--- src/rtl/shift164_pkg.sv ---
// Shared types and constants for the 74LS164 chain controller.
// Latency: n/a (declarations only).
// Backpressure: n/a.
package shift164_pkg;

    typedef enum logic [2:0] {
        IDLE,
        CLEAR,
        SETUP,
        HIGH,
        DONE
    } state_t;

    // Width of the half-period / clear-length down-counter (values 0..255).
    localparam int DIV_W = $clog2(256);

    // The chain always ties DSB high so DSA alone carries the data.
    localparam logic SR_DSB_LEVEL = 1'b1;

    // Bit counter must hold 8*num_dev down to 0.
    function automatic int bit_cnt_w(input int num_dev);
        return $clog2(8 * num_dev + 1);
    endfunction

endpackage

--- src/rtl/shift164_half_timer.sv ---
// Loadable down-counter; expire strobes in the cycle the count sits at zero while run is high.
// Latency: expire fires load_val+1 cycles after the load edge (load load_val = N-1 for an N-cycle phase).
// Backpressure: none; load always wins over counting.
// Ports: clk, rst (sync, active high), load/load_val (restart), run (phase active), expire (end of phase).
module shift164_half_timer
    import shift164_pkg::*;
(
    input  logic             clk,
    input  logic             rst,
    input  logic             load,
    input  logic [DIV_W-1:0] load_val,
    input  logic             run,
    output logic             expire
);

    logic [DIV_W-1:0] cnt;

    always_ff @(posedge clk) begin
        if (rst) begin
            cnt <= '0;
        end else if (load) begin
            cnt <= load_val;
        end else if (cnt != '0) begin
            cnt <= cnt - 1'b1;
        end
    end

    assign expire = run && (cnt == '0);

endmodule

--- src/rtl/shift164_ctrl.sv ---
// Serialises a parallel frame MSB-first into a 74LS164 chain, generating shift clock and master reset.
// Latency: handshake in cycle 0, done pulse in cycle 16*NUM_DEV*CLK_DIV+1 (+CLR_CYCLES with auto-clear).
// Backpressure: din_ready only in IDLE with no clr_req; din_valid/clr_req ignored while busy.
// Ports: clk/rst (sync, active high); din/din_valid/din_ready frame handshake; clr_req chain clear;
//        busy/done status; sr_cp/sr_dsa/sr_dsb/sr_mr_n drive the chain.
// Build option: define SHIFT164_AUTO_CLR_EN to clear the chain before every frame.
module shift164_ctrl
    import shift164_pkg::*;
#(
    parameter int CLK_DIV    = 4,
    parameter int NUM_DEV    = 1,
    parameter int CLR_CYCLES = 2
) (
    input  logic                 clk,
    input  logic                 rst,
    input  logic [8*NUM_DEV-1:0] din,
    input  logic                 din_valid,
    output logic                 din_ready,
    input  logic                 clr_req,
    output logic                 busy,
    output logic                 done,
    output logic                 sr_cp,
    output logic                 sr_dsa,
    output logic                 sr_dsb,
    output logic                 sr_mr_n
);

    localparam int W   = 8 * NUM_DEV;
    localparam int BCW = bit_cnt_w(NUM_DEV);

    localparam logic [DIV_W-1:0] HALF_LD = DIV_W'(CLK_DIV - 1);
    localparam logic [DIV_W-1:0] CLR_LD  = DIV_W'(CLR_CYCLES - 1);

    state_t         state, state_d;
    logic [W-1:0]   shift_q, shift_d;
    logic [BCW-1:0] bit_cnt, bit_cnt_d;
    logic           cp_d, dsa_d, mr_n_d;
    logic           tmr_load, tmr_run, tmr_expire;
    logic [DIV_W-1:0] tmr_val;
`ifdef SHIFT164_AUTO_CLR_EN
    // Set when CLEAR was entered on behalf of an accepted frame.
    logic           pend, pend_d;
`endif

    assign din_ready = (state == IDLE) && !clr_req;
    assign sr_dsb    = SR_DSB_LEVEL;
    assign tmr_run   = (state == SETUP) || (state == HIGH) || (state == CLEAR);

    shift164_half_timer u_timer (
        .clk      (clk),
        .rst      (rst),
        .load     (tmr_load),
        .load_val (tmr_val),
        .run      (tmr_run),
        .expire   (tmr_expire)
    );

    // Outputs are computed for the next state and registered alongside it,
    // so sr_cp rises exactly on HIGH entry with sr_dsa already settled.
    always_comb begin
        state_d   = state;
        shift_d   = shift_q;
        bit_cnt_d = bit_cnt;
        cp_d      = 1'b0;
        dsa_d     = 1'b0;
        mr_n_d    = 1'b1;
        tmr_load  = 1'b0;
        tmr_val   = HALF_LD;
`ifdef SHIFT164_AUTO_CLR_EN
        pend_d    = pend;
`endif
        case (state)
            IDLE: begin
                if (clr_req) begin
                    state_d  = CLEAR;
                    tmr_load = 1'b1;
                    tmr_val  = CLR_LD;
                    mr_n_d   = 1'b0;
                end else if (din_valid) begin
                    shift_d   = din;
                    bit_cnt_d = BCW'(W);
                    tmr_load  = 1'b1;
`ifdef SHIFT164_AUTO_CLR_EN
                    state_d   = CLEAR;
                    tmr_val   = CLR_LD;
                    mr_n_d    = 1'b0;
                    pend_d    = 1'b1;
`else
                    state_d   = SETUP;
                    dsa_d     = din[W-1];
`endif
                end
            end
            CLEAR: begin
                mr_n_d = 1'b0;
                if (tmr_expire) begin
                    mr_n_d  = 1'b1;
                    state_d = IDLE;
`ifdef SHIFT164_AUTO_CLR_EN
                    if (pend) begin
                        state_d  = SETUP;
                        tmr_load = 1'b1;
                        dsa_d    = shift_q[W-1];
                        pend_d   = 1'b0;
                    end
`endif
                end
            end
            SETUP: begin
                dsa_d = shift_q[W-1];
                if (tmr_expire) begin
                    state_d  = HIGH;
                    tmr_load = 1'b1;
                    cp_d     = 1'b1;
                end
            end
            HIGH: begin
                cp_d  = 1'b1;
                dsa_d = shift_q[W-1];
                if (tmr_expire) begin
                    shift_d   = shift_q << 1;
                    bit_cnt_d = bit_cnt - 1'b1;
                    cp_d      = 1'b0;
                    if (bit_cnt == BCW'(1)) begin
                        state_d = DONE;
                        dsa_d   = 1'b0;
                    end else begin
                        // Next bit is the one just below the current MSB.
                        state_d  = SETUP;
                        tmr_load = 1'b1;
                        dsa_d    = shift_q[W-2];
                    end
                end
            end
            DONE: begin
                state_d = IDLE;
            end
            default: begin
                state_d = IDLE;
            end
        endcase
    end

    always_ff @(posedge clk) begin
        if (rst) begin
            state   <= IDLE;
            shift_q <= '0;
            bit_cnt <= '0;
            sr_cp   <= 1'b0;
            sr_dsa  <= 1'b0;
            sr_mr_n <= 1'b0;
            busy    <= 1'b0;
            done    <= 1'b0;
`ifdef SHIFT164_AUTO_CLR_EN
            pend    <= 1'b0;
`endif
        end else begin
            state   <= state_d;
            shift_q <= shift_d;
            bit_cnt <= bit_cnt_d;
            sr_cp   <= cp_d;
            sr_dsa  <= dsa_d;
            sr_mr_n <= mr_n_d;
            busy    <= (state_d != IDLE);
            done    <= (state_d == DONE);
`ifdef SHIFT164_AUTO_CLR_EN
            pend    <= pend_d;
`endif
        end
    end

endmodule

--- config.mk ---
export PLATFORM = sky130hd
export DESIGN_NAME = shift164_ctrl
export DESIGN_NICKNAME = d
export VERILOG_FILES = /design/src/rtl/shift164_pkg.sv /design/src/rtl/shift164_half_timer.sv /design/src/rtl/shift164_ctrl.sv
export SDC_FILE = /design/constraint.sdc
export NUM_CORES = 1
export LEC_CHECK = 0
export CAP_MARGIN = 15
export CORE_UTILIZATION = 35
export DETAILED_ROUTE_END_ITERATION = 7
export GPL_ROUTABILITY_DRIVEN = 0
export SYNTH_ARGS = -nofsm -noshare
export SYNTH_HDL_FRONTEND = slang
export SYNTH_HIERARCHICAL = 1
export SYNTH_SLANG_ARGS = --single-unit
--- constraint.sdc ---
create_clock -name clk -period 2.8 [get_ports clk]
set_clock_uncertainty 0.2 [all_clocks]
set_input_delay 0.28 -clock clk [delete_from_list [all_inputs] [get_ports clk]]
set_output_delay 0.28 -clock clk [all_outputs]
set_load 0.01 [all_outputs]
==> After elaboration in Yosys (flattened, before gate mapping) <==
Cells that the tools add are included.
{ "op_classes": {"n_addsub": 2, "n_eq_ne": 8, "n_mux": 34, "n_reduce_logical": 12} }
{ "op_table": {"columns": ["operator", "n"], "rows": [
  ["8-bit 2-to-1 mux", 5],
  ["3-bit 2-to-1 mux", 6],
  ["8-bit case mux with 2 select lines", 1],
  ["4-bit 2-to-1 mux", 3],
  ["3-bit case mux with 4 select lines", 1],
  ["1-bit 2-to-1 mux", 11],
  ["8-bit logical NOT", 1],
  ["4-bit case mux with 2 select lines", 1],
  ["8-bit nonzero test", 1],
  ["8-bit by 1-bit subtractor with 8-bit output, second input constant", 1],
  ["3-bit by 2-bit == test with 1-bit output, second input constant", 2],
  ["2-bit inequality test, second input constant", 3],
  ["1-bit case mux with 3 select lines", 2],
  ["4-bit by 1-bit == test with 1-bit output, second input constant", 1],
  ["2-bit 2-to-1 mux", 2],
  ["1-bit case mux with 2 select lines", 2],
  ["4-bit AND reduction", 1],
  ["2-bit nonzero test", 2],
  ["4-bit by 1-bit subtractor with 4-bit output, second input constant", 1],
  ["3-bit by 1-bit == test with 1-bit output, second input constant", 1],
  ["3-bit == test, second input constant", 1],
  ["3-bit logical NOT", 1],
  ["3-bit nonzero test", 1],
  ["1-bit logical AND", 2],
  ["2 further kinds", 3]
]} }
{ "totals": {"register_bits": 28} }

==> Logic depth before layout (Yosys ltp) <==
{ "depth": {"word_depth": 7, "mapped_depth": 12, "depth_no_buf": 10} }

==> Modules after synthesis <==
Netlist, hierarchy kept.
{ "modules_own_cells": {"columns": ["mod", "n_inst", "cells_each", "area_each_um2", "seq_area_each_um2"], "rows": [
  ["shift164_ctrl", 1, 115, 1016.0, 400.4],
  ["shift164_half_timer", 1, 56, 467.9, 160.2]
]} }

==> Worst setup path before layout <==
No wires, ideal clock.
{ "synth_timing": {"kind": "reg-to-reg", "start": "register u_timer.cnt[0]", "end": "register u_timer.cnt[3]", "setup_ns": 0.125, "arrival_ns": 1.958, "required_ns": 2.475, "setup_slack_ns": 0.517, "path_stages_with_launch": 12, "path_cell_list": "dfxtp_1 > inv_1 > ha_1 > nor3b_1 > and3_2 > buf_2 > nand2_1 > a21o_1 > a21oi_1 > clkbuf_1 > o31a_2 > nor2_1"} }
{ "synth_via": {"elab_chain_len": 5} }
{ "synth_rtl": {"columns": ["element", "line_no", "rtl"], "rows": [
  ["from (decl)", "shift164_half_timer.sv:16", "logic [DIV_W-1:0] cnt;"],
  ["from (signal assigned)", "shift164_half_timer.sv:22", "cnt <= load_val;"],
  ["from (signal assigned)", "shift164_half_timer.sv:24", "cnt <= cnt - 1'b1;"],
  ["8-bit logical NOT *", "shift164_half_timer.sv:28", "assign expire = run && (cnt == '0);"],
  ["1-bit logical AND *", "shift164_half_timer.sv:28", null],
  ["via tmr_expire", "shift164_ctrl.sv:38", "logic tmr_load, tmr_run, tmr_expire;"],
  ["1-bit 2-to-1 mux, on equally long branches", "shift164_ctrl.sv:120, shift164_ctrl.sv:111", null],
  ["1-bit case mux with 3 select lines *", "shift164_ctrl.sv:72", "case (state)"],
  ["via tmr_load", "shift164_ctrl.sv:38", null],
  ["8-bit 2-to-1 mux or 2-bit nonzero test (tied branches)", null, null]
]} }
Mark *: on every way through the listed nets, which the timed path passes. The rest lies on a longest branch. The select of a mux whose other input is x is not followed.
A chain may end at the register's enable or synchronous reset.

==> Final worst setup path <==
{ "layout_timing": {"start": "register u_timer.cnt[0]", "end": "register shift_q[3]"} }
{ "layout_via": {"elab_chain_len": 4} }
{ "layout_rtl": {"columns": ["element", "line_no", "rtl"], "rows": [
  ["8-bit logical NOT", "shift164_half_timer.sv:28", null],
  ["1-bit logical AND", "shift164_half_timer.sv:28", null],
  ["via tmr_expire", "shift164_ctrl.sv:38", null],
  ["2-bit inequality test (no line)", null, null],
  ["4-bit AND reduction (no line)", null, null],
  ["to (signal assigned)", "shift164_ctrl.sv:159", "shift_q <= shift_d;"],
  ["to (decl)", "shift164_ctrl.sv:35", "logic [W-1:0] shift_q, shift_d;"]
]} }
The timed path passes the listed nets, and every way through them passes these cells.

==> results.md <==
* Uppermost routed layer: met4
* Clk pwr share at 27.0%
* # port buffers at 17
* Most frequent cells in the layout: dfxtp_1, clkdlybuf4s50_1, nand2_1, nor2_1
* Slowest cell on crit path: and4b_1
* Post-synth top area share at 37.8%
* WL per Instance at 12.5 um
* Detail Route Antenna Nets at 0
* Rows at 23
* # hold bufs at CTS at 0
* Met1 wire length at 1.38 mm
* Net switching power at 0.342 mW
* Number of buffers created by CTS at 3
* Layout cells sized above 1 at 10.0%
* Antenna cells at 0
* Worst setup path category: flip-flop to flip-flop
* Reg2reg start: u_timer/cnt[0]
* Relative slew slack at 65.5%
* Final setup fails at 0
* Distinct cell type count after synthesis at 45
* Top post-synthesis cells by area: dfxtp_1, mux2i_1, a221oi_1
* Metal3 WL at 123 um
* Async set-reset flop share out of synthesis at 0%
* GRT Total Usage at 15.1%
* Die width at 67.1 um
* Fmax at 416 MHz
* Mapped Cells at 171
* First-pass GRT wire length at 5.15 mm
* Longest Clk Path Bufs at 2
* Final min period at 2400 ps
* RR Endpoint: shift_q[3]
* Ys flop type: dfxtp_1
* R2R Setup Slk at 400 ps
* Final Max Slew Viols at 0
* Mux share of post-synthesis cell area at 7.93%
* Signal arrival time at the worst endpoint at 2380 ps
* Adder-Cell Fraction of Synth Area at 3.37%
* P_int at 0.822 mW
* Gate power share at 30.4%
* Initial core utilization at 36.8%
* CTS tree: done
* Main combinational cell family by area after synthesis: simple AND/OR/NAND/NOR gates
* Slowest stage delay, CP at 480 ps
* Post-route total power at 1.16 mW
* Run status: finished clean
* CP startpoint kind: flip-flop
* Final hold vios at 0
* Worst-path maximum fanout at 10
* Hold crit path type: flip-flop to flip-flop
* Total Routed Length at 3.00 mm
* Setup TNS at 0 ps
* Yosys reg bits at 28
* Commonest non-fill, non-tap cell in the layout: dfxtp_1
* CTS clock-pin slew for the worst setup and hold paths at 100 ps
* Synthesized cell area at 0.00148 mm2
* Non-Filler Instances at 240
* Vias in the first global route at 1168
* CP delay by family, top: simple AND/OR/NAND/NOR gates
* Worst-Skew Late Latency at 270 ps
* Post-Route Utilization at 44.1%
* Post-route DRC at 0
* RSZ-0062 raised after global routing: false
* Final period util at 85.8%
* Worst path bufs/invs at 1
* Total global routing overflow at 0
* Post-Place Cells at 236
* Crit path launch: u_timer/cnt[0]
* Simple-gate area share of the yosys netlist at 23.2%
* Max-cap viol count at 0
* Post-synth top area cell: dfxtp_1
* Synth Area in Compound Gates at 15.7%
* Critical path depth in cells at 7
* Layout area overhead at 19.8%
* Drt first-iter violations at 112
* Nets at 207
* Synth warn at 6
* Pwr dens at 654 mW/mm2
* CORE AREA at 0.00403 mm2
* Maximum VDD drop at 0.269 mV
* Synthesized area per cell at 8.68 um2
* Initial antenna violation count at 0
* Largest net degree at the start of global routing at 19
* Crit-path cells: inv_1, ha_1, nor3b_1, and3_2, and4b_1, nor2_1, a221oi_1
* EDFF count, synth at 0
* Htree depth at 1
* WP data required at 2780 ps
* Clock sink count at 28
* Die extent in y at 67.1 um
* Net Sw Frac at 29.4%
* Setup Fix Bufs, Post-CTS at 0
* Post-cts sizing count at 0
* CP endpoint: shift_q[3]
* IO Pins at 19
* Leakage power at 0.695 nW
* Die area at 0.00450 mm2
* Slew @ Worst Pin at 515 ps
* Via density at 5.20
* Post-Synth XOR/XNOR Area at 5.31%
* Worst Reg2Reg Path Length in Cells at 7
* DP HPWL at 2.14 mm
* CP Capture Type: flip-flop
* Vias after detailed routing at 1247
* Register area share after synthesis at 37.8%
* Met2 WL at 1.44 mm
* Flop pwr share at 42.6%
* Length of the first detailed-routing pass in iterations at 4
* CTS Root Cell: clkbuf_8
kinds of logic (layout without fill, tap and decap cells):
| family | count (synthesis) | count (layout) |
|---|---|---|
| other | 2 | 8 |
| AND/OR/NAND/NOR | 65 | 65 |
| buffers and inverters | 20 | 33 |
| multiplexers | 11 | 11 |
| XOR/XNOR | 9 | 9 |
| adder cells (fa/ha/maj) | 4 | 4 |
| AO/OA/AOI/OAI | 32 | 32 |
| flip-flops | 28 | 28 |
worst register-to-register path, delay by kind of cell (launching register included):
family | cells | cell delay (ps)
simple gates | 4 | 1240
flops | 1 | 330
buf+inv | 1 | 110
fa+ha+maj | 1 | 160
compound gates | 1 | 270
metal layers:
layer  vias up  global-route usage, %
met5         -                      0
met1       574                   18.6
met2        33                   25.8
li1        636                      -
met4         0                   5.59
met3         4                   2.91
power groups by stage:
| stage | Sequential, mW | Clock (mW) | Combinational (mW) |
|---|---|---|---|
| after global placement | 0.503 | 0 | 0.344 |
| after floorplan | 0.494 | 0 | 0.289 |
| after global routing | 0.502 | 0.344 | 0.401 |
| after detailed placement | 0.504 | 0 | 0.351 |
| after CTS | 0.495 | 0.327 | 0.355 |
| final | 0.495 | 0.314 | 0.354 |
stage by stage:
stage                     setup WS [ps]  hold slack, ps  instance area, um2
final                               399             300                1780
after CTS                           424             303                1780
after global routing                184             323                1780
after global placement              518             264                1710
after floorplan                     517             234                1510
after detailed placement            457             286                1710
area by class of cell:
cell class	instances	area (um2)
Fill cell	395	2250
Tap cell	50	62.6
Clock inverter	1	30.0
Inverter	8	30.0
Clock buffer	3	41.3
Sequential cell	28	561
Multi-Input combinational cell	129	853
Timing Repair Buffer	21	200
state kept, by name (all words and copies together) (netlist names):
signal and count:
bit_cnt 4, busy 1, done 1, shift_q 8, sr_cp 1, sr_dsa 1, sr_mr_n 1, state 3
u_timer/cnt 8
worst min-delay path by stage:
stage	start	endpoint	slack, ps	cells after the start
2_1_floorplan	din[7]	sr_dsa	230	2
3_3_place_gp	shift_q[0]	shift_q[0]	260	2
3_5_place_dp	shift_q[0]	shift_q[0]	290	2
4_1_cts	shift_q[0]	shift_q[0]	300	2
5_1_grt	bit_cnt[3]	bit_cnt[3]	320	2
6_report	shift_q[0]	shift_q[0]	300	2
cell usage after synthesis, types with 2 or more instances:
cell	number
a21oi_1	6
a221oi_1	7
a31oi_1	2
buf_2	5
clkbuf_1	4
conb_1	2
dfxtp_1	28
ha_1	4
inv_1	8
mux2_2	2
mux2i_1	8
nand2_1	15
nand2b_1	2
nand3_1	6
nor2_1	14
nor2b_1	2
nor3_1	8
nor3b_1	2
nor4_1	3
o21ai_0	4
o22ai_1	4
o32ai_1	2
or2_2	2
or3_1	3
xnor2_1	6
xor2_1	3
Power figures use the tool's default switching activity.
